==> config.mk <==
export PLATFORM = sky130hd
export DESIGN_NAME = sap_core_flat
export DESIGN_NICKNAME = d
export VERILOG_FILES = /design/src/rtl/sap_core_if.sv /design/src/rtl/sap_core.sv /design/src/flat_wrapper.sv
export SDC_FILE = /design/constraint.sdc
export NUM_CORES = 1
export LEC_CHECK = 0
export BUFFER_PORTS_ARGS = -buffer_cell sky130_fd_sc_hd__buf_2
export CAP_MARGIN = 0
export CORE_ASPECT_RATIO = 0.8
export CORE_MARGIN = 3
export CORE_UTILIZATION = 40
export CTS_BUF_LIST = sky130_fd_sc_hd__clkbuf_8 sky130_fd_sc_hd__clkbuf_16
export DETAILED_ROUTE_END_ITERATION = 12
export GPL_ROUTABILITY_DRIVEN = 0
export GPL_TIMING_DRIVEN = 0
export PLACE_DENSITY = 0.6
export SYNTH_ARGS = -nofsm -noshare
export SYNTH_HDL_FRONTEND = slang
export SYNTH_SLANG_ARGS = --single-unit
==> constraint.sdc <==
create_clock -name clock -period 2.45 [get_ports clock]
set_input_delay 0.1225 -clock clock [delete_from_list [all_inputs] [get_ports clock]]
set_output_delay 0.1225 -clock clock [all_outputs]
set_load 0.01 [all_outputs]
==> src/rtl/sap_core_if.sv <==
// rtl/sap_core_if.sv - host program/run/output handshake bundle for sap_core
interface sap_core_if #(
  parameter int DATA_W = 8
) ();
  localparam int ADDR_W = DATA_W - 4;

  logic              run;
  logic              prog_we;
  logic [ADDR_W-1:0] prog_addr;
  logic [DATA_W-1:0] prog_wdata;
  logic [DATA_W-1:0] out_data;
  logic              out_valid;
  logic              out_ready;
  logic              halted;
  logic              flag_c;
  logic              flag_z;

  // host / consumer side
  modport master (
    output run, prog_we, prog_addr, prog_wdata, out_ready,
    input  out_data, out_valid, halted, flag_c, flag_z
  );

  // core side
  modport slave (
    input  run, prog_we, prog_addr, prog_wdata, out_ready,
    output out_data, out_valid, halted, flag_c, flag_z
  );
endinterface

==> src/rtl/sap_core.sv <==
// rtl/sap_core.sv - parametrised accumulator processor with internal RAM and OUT handshake
module sap_core #(
  parameter int DATA_W = 8
) (
  input  logic        clock,
  input  logic        reset,
  sap_core_if.slave   bus
);
  localparam int ADDR_W = DATA_W - 4;
  localparam int DEPTH  = 2 ** ADDR_W;

  localparam logic [3:0] OP_LDA = 4'h1;
  localparam logic [3:0] OP_ADD = 4'h2;
  localparam logic [3:0] OP_SUB = 4'h3;
  localparam logic [3:0] OP_STA = 4'h4;
  localparam logic [3:0] OP_LDI = 4'h5;
  localparam logic [3:0] OP_JMP = 4'h6;
  localparam logic [3:0] OP_JC  = 4'h7;
  localparam logic [3:0] OP_JZ  = 4'h8;
  localparam logic [3:0] OP_OUT = 4'hE;
  localparam logic [3:0] OP_HLT = 4'hF;

  typedef enum logic [2:0] {
    S_IDLE, S_T1, S_T2, S_T3, S_T4, S_T5, S_OUTW
  } state_t;

  state_t            state_q, state_d;
  logic [ADDR_W-1:0] pc_q, pc_d;
  logic [ADDR_W-1:0] mar_q, mar_d;
  logic [DATA_W-1:0] ir_q, ir_d;
  logic [DATA_W-1:0] a_q, a_d;
  logic [DATA_W-1:0] b_q, b_d;
  logic [DATA_W-1:0] out_q, out_d;
  logic              c_q, c_d;
  logic              z_q, z_d;

  logic [DATA_W-1:0] mem_q [DEPTH];
  logic              ram_we;
  logic [ADDR_W-1:0] ram_waddr;
  logic [DATA_W-1:0] ram_wdata;
  logic [DATA_W-1:0] ram_rdata;

  logic [3:0]        opcode;
  logic [ADDR_W-1:0] operand;
  logic [DATA_W:0]   sum;
  logic [DATA_W-1:0] diff;

  assign opcode    = ir_q[DATA_W-1 -: 4];
  assign operand   = ir_q[ADDR_W-1:0];
  assign ram_rdata = mem_q[mar_q];
  assign sum       = {1'b0, a_q} + {1'b0, b_q};
  assign diff      = a_q - b_q;

  assign bus.out_data  = out_q;
  assign bus.out_valid = (state_q == S_OUTW);
  assign bus.halted    = (state_q == S_IDLE);
  assign bus.flag_c    = c_q;
  assign bus.flag_z    = z_q;

  // state and datapath registers; RAM contents are deliberately outside reset
  always_ff @(posedge clock or negedge reset) begin
    if (!reset) begin
      state_q <= S_IDLE;
      pc_q    <= '0;
      mar_q   <= '0;
      ir_q    <= '0;
      a_q     <= '0;
      b_q     <= '0;
      out_q   <= '0;
      c_q     <= 1'b0;
      z_q     <= 1'b0;
    end else begin
      state_q <= state_d;
      pc_q    <= pc_d;
      mar_q   <= mar_d;
      ir_q    <= ir_d;
      a_q     <= a_d;
      b_q     <= b_d;
      out_q   <= out_d;
      c_q     <= c_d;
      z_q     <= z_d;
    end
  end

  // single write port shared by host loading (IDLE only) and STA (T4 only)
  always_ff @(posedge clock) begin
    if (ram_we) begin
      mem_q[ram_waddr] <= ram_wdata;
    end
  end

  // microsequencer: next state and register updates for each T-state
  always_comb begin
    state_d   = state_q;
    pc_d      = pc_q;
    mar_d     = mar_q;
    ir_d      = ir_q;
    a_d       = a_q;
    b_d       = b_q;
    out_d     = out_q;
    c_d       = c_q;
    z_d       = z_q;
    ram_we    = 1'b0;
    ram_waddr = bus.prog_addr;
    ram_wdata = bus.prog_wdata;

    unique case (state_q)
      S_IDLE: begin
        ram_we = bus.prog_we;
        if (bus.run) begin
          state_d = S_T1;
          pc_d    = '0;
        end
      end
      S_T1: begin
        mar_d   = pc_q;
        state_d = S_T2;
      end
      S_T2: begin
        ir_d    = ram_rdata;
        pc_d    = pc_q + ADDR_W'(1);
        state_d = S_T3;
      end
      S_T3: begin
        state_d = S_T1;
        case (opcode)
          OP_LDA, OP_ADD, OP_SUB, OP_STA: begin
            mar_d   = operand;
            state_d = S_T4;
          end
          OP_LDI: a_d = {{(DATA_W - ADDR_W){1'b0}}, operand};
          OP_JMP: pc_d = operand;
          OP_JC:  if (c_q) pc_d = operand;
          OP_JZ:  if (z_q) pc_d = operand;
          OP_OUT: begin
            out_d   = a_q;
            state_d = S_OUTW;
          end
          OP_HLT: state_d = S_IDLE;
          default: ;
        endcase
      end
      S_T4: begin
        state_d = S_T1;
        case (opcode)
          OP_LDA: a_d = ram_rdata;
          OP_ADD, OP_SUB: begin
            b_d     = ram_rdata;
            state_d = S_T5;
          end
          OP_STA: begin
            ram_we    = 1'b1;
            ram_waddr = mar_q;
            ram_wdata = a_q;
          end
          default: ;
        endcase
      end
      S_T5: begin
        state_d = S_T1;
        if (opcode == OP_SUB) begin
          a_d = diff;
          c_d = (a_q >= b_q);
          z_d = (diff == '0);
        end else begin
          a_d = sum[DATA_W-1:0];
          c_d = sum[DATA_W];
          z_d = (sum[DATA_W-1:0] == '0);
        end
      end
      S_OUTW: begin
        if (bus.out_ready) begin
          state_d = S_T1;
        end
      end
      default: state_d = S_IDLE;
    endcase
  end
endmodule

==> src/flat_wrapper.sv <==
// flat-port wrapper written by rule: the top's interface ports become plain ports
module sap_core_flat 
#(
  parameter int DATA_W = 8
)
  (clock, reset, bus_run, bus_prog_we, bus_prog_addr, bus_prog_wdata, bus_out_ready, bus_out_data, bus_out_valid, bus_halted, bus_flag_c, bus_flag_z);
  sap_core_if #(.DATA_W(DATA_W)) bus_i ();
  input  logic clock;
  input  logic reset;
  input wire logic [$bits(bus_i.run)-1:0] bus_run;
  input wire logic [$bits(bus_i.prog_we)-1:0] bus_prog_we;
  input wire logic [$bits(bus_i.prog_addr)-1:0] bus_prog_addr;
  input wire logic [$bits(bus_i.prog_wdata)-1:0] bus_prog_wdata;
  input wire logic [$bits(bus_i.out_ready)-1:0] bus_out_ready;
  output wire logic [$bits(bus_i.out_data)-1:0] bus_out_data;
  output wire logic [$bits(bus_i.out_valid)-1:0] bus_out_valid;
  output wire logic [$bits(bus_i.halted)-1:0] bus_halted;
  output wire logic [$bits(bus_i.flag_c)-1:0] bus_flag_c;
  output wire logic [$bits(bus_i.flag_z)-1:0] bus_flag_z;
  assign bus_i.run = bus_run;
  assign bus_i.prog_we = bus_prog_we;
  assign bus_i.prog_addr = bus_prog_addr;
  assign bus_i.prog_wdata = bus_prog_wdata;
  assign bus_i.out_ready = bus_out_ready;
  assign bus_out_data = bus_i.out_data;
  assign bus_out_valid = bus_i.out_valid;
  assign bus_halted = bus_i.halted;
  assign bus_flag_c = bus_i.flag_c;
  assign bus_flag_z = bus_i.flag_z;
  sap_core #(.DATA_W(DATA_W)) u_core (.clock(clock), .reset(reset), .bus(bus_i));
endmodule
==> results.txt <==
Vias in the first global route: 5261
Mean Syn Cell Area: 14.1 um2
Failing checks: setup timing
Worst EP required: 2590 ps
Per-cell routed wire length: 22.1 um
Minimum clock period: 2570 ps
Status: finished with violations
Max Root-Sink Buffers: 2
Register area share after synthesis: 61.0%
DIE AREA: 22100 um2
Slew Limit Fails: 0
DR iter-0 viols: 583
GR Overflow Total: 0
Initial Utilization: 40.9%
Number of synthesized flops with an enable pin: 128
H-tree depth: 4
Pwr per Cell Area: 1130 nW/um2
Core area: 19900 um2
Hpwl dp: 13600 um
Post-route ant nets: 0
Primary FF master, synth: edfxtp_1
Mapped Area: 8140 um2
Max-cap violations: 0
Layout fillers: 1722
CP startpoint kind: flip-flop
Die X: 166 um
Clk root buf: clkbuf_16
Die Ht: 134 um
Setup violations, final: 46
Largest net degree at the start of global routing: 46
Crit-path max FO: 10
Crit. End Element: flip-flop
Post-route DRC: 0
Maximum VDD drop: 554 uV
ANT cells: 0
Unique cell type count in the Yosys netlist: 66
Setup WS pre-CTS: -902 ps
Syn nets: 613
Placed Cells: 868
Fmax: 389 MHz
# IOs: 29
Syn-to-layout area delta: 21.6%
Max-slew headroom: 30.6%
TritonCTS Buffers: 17
IO Port Bufs: 28
Sink Count: 173
Pre-antenna DRT Iters: 5
Cell count after synthesis: 576
Rows: 46
Layout cells sized above 1: 29.1%
Hold path depth: 3
Clk slew on worst S/H paths: 70 ps
Fin nets: 687
Clk_skew: 18.4 ps
Worst-Skew Late Latency: 440 ps
Final Hold Fails: 0
#FFs+latches synth: 173
Worst Reg-to-Reg Cells: 10
Vias: 5303
WHS: 68.3 ps
Layout Cells excl Fill: 927
Worst-margin pin slew: 1040 ps
Final setup margin: -122 ps
Util after Layout: 49.7%
Global Route Usage Sum: 18.8%
CTS tree: built
Ys Warns: 0
Worst Path Arrival: 2710 ps
Total Wirelength: 20500 um
Initial antenna violation count: 0
First-pass GRT wire length: 30800 um
Ys async rst share: 26.0%
Vias per inst: 5.72
Hold Path Class: in2reg
CP Class: reg2reg
Final Cycle Share: 105%
LEAKAGE: 3.63 nW
RSZ-0062 raised after global routing: yes
[flip-flops by register name, summed over array words and instances, names as in the netlist]
signal               flops
u_core.mem_q           128
u_core.a_q               8
u_core.b_q               8
u_core.bus.out_data      8
u_core.ir_q              8
u_core.mar_q             4
u_core.pc_q              4
u_core.state_q           3
u_core.bus.flag_c        1
u_core.bus.flag_z        1
[synth_stat cells (2+ instances only)]
cell,instances,area share (%)
buf_2,5,0.31
or3_1,3,0.23
dfrtp_1,45,14
clkbuf_1,12,0.55
a21boi_0,2,0.18
o31ai_1,3,0.28
a211oi_1,4,0.37
a221oi_1,2,0.22
and2_1,3,0.23
a221o_1,4,0.49
o311a_1,2,0.25
nor4bb_1,2,0.25
a22o_1,2,0.22
o211ai_1,2,0.18
a211o_1,2,0.22
and3_1,5,0.38
nand4b_1,2,0.22
fa_1,2,0.49
o21ai_1,3,0.18
buf_1,6,0.28
a22oi_1,2,0.18
nand3_1,10,0.61
mux4_2,31,8.6
nand2b_1,8,0.61
xnor2_1,9,0.97
nor3b_1,4,0.37
nand2_1,67,3.1
a21o_1,2,0.18
o21a_1,3,0.28
edfxtp_1,128,47
mux2i_1,5,0.61
inv_1,28,1.3
mux2_2,18,2.5
ha_1,18,2.8
nor2_1,38,1.8
mux4_1,9,2.9
o21ai_0,17,1.0
nor2b_1,5,0.38
a31oi_1,7,0.54
nor3_1,12,0.74
o22ai_1,3,0.23
a21oi_1,17,1.0
[cell usage in the layout (no fill, tap or decap), drive strengths merged, types with 5 or more instances in the layout]
cell,Yosys,final
inv,28,35
a31oi,7,7
a21oi,17,17
mux2i,5,5
o21ai,20,20
ha,18,18
nor2,38,38
mux2,18,18
and3,5,5
a211oi,5,5
nand2b,8,8
nor2b,5,5
buf,15,67
xnor2,9,9
edfxtp,128,128
nand2,67,67
mux4,40,40
dfrtp,45,45
clkbuf,12,30
nand3,10,10
nor3,13,13
[final timing paths]
check | startpoint | to | slack [ps]
setup / recovery | u_core.state_q[2] | u_core.mem_q[2][7] | -120
hold / removal | bus_run | u_core.state_q[0] | 70
setup reg to reg | u_core.state_q[2] | u_core.mem_q[2][7] | -120
hold reg to reg | u_core.bus.out_data[2] | u_core.bus.out_data[2] | 500
max in group asynchronous | reset | u_core.a_q[2] | 1310
min in group asynchronous | reset | u_core.bus.flag_z | 410
[layout make-up]
cell class              instances  area (um2)  area share, %
plain buffers                  27         165           1.67
repair buffers                 55         561           5.66
multi-input cells             347        3160           31.9
clock inverters                15         174           1.76
inverters                      29         113           1.14
well taps                     264         330           3.34
clock buffers                  17         425           4.30
flip-flops and latches        173        4970           50.2
[layer usage]
metal	global-route usage, %	wire length, um	vias up
met2	27.0	9400	214
li1	-	-	2347
met3	4.76	1450	31
met5	0	0	-
met1	28.6	9280	2711
met4	5.13	372	0
[metrics by stage]
step                TNS (ps)  instance area [um2]  power, mW
floorplan                  0                 8140       6.97
global route          -12470                 9900       11.8
global placement      -89820                 8610       8.05
CTS                    -4.26                 9670       11.1
detailed placement   -107420                 8610       8.14
finish                 -3060                 9900       11.2
[timing repair]
item                                   4_1_cts  5_1_grt
resized for setup                           58       19
setup buffers                               14       11
pin swaps                                   13        7
hold buffers                                 2        0
setup endpoints to repair                  271      179
endpoints found under the hold margin       46        0
[kinds of logic (layout without fill, tap and decap cells)]
family / Yosys count / count (layout) / synth area share, %
muxes: 63 / 63 / 14.6
adders and majority gates: 20 / 20 / 3.26
and+or+nand+nor: 165 / 165 / 9.42
xor gates and xnor gates: 10 / 10 / 1.08
AOI/OAI and AO/OA: 89 / 89 / 7.50
buffers and inverters: 56 / 143 / 3.13
DFF: 173 / 173 / 61.0
[power breakdown]
part,internal [mW],switching (mW)
clock,1.54,1.22
sequential,3.50,0.348
combinational,1.98,2.64
total,7.02,4.20
[critical path, cell delays in order (launching register included)]
cell        delay (ps)
dfrtp_1            320
clkbuf_4           200
clkinvlp_4         160
nor3_2             240
nand3_1            170
clkbuf_4           230
buf_4              210
o22ai_2            170
nand2_2            190
nor2_4             210
buf_12             160
Power figures use the tool's default switching activity.
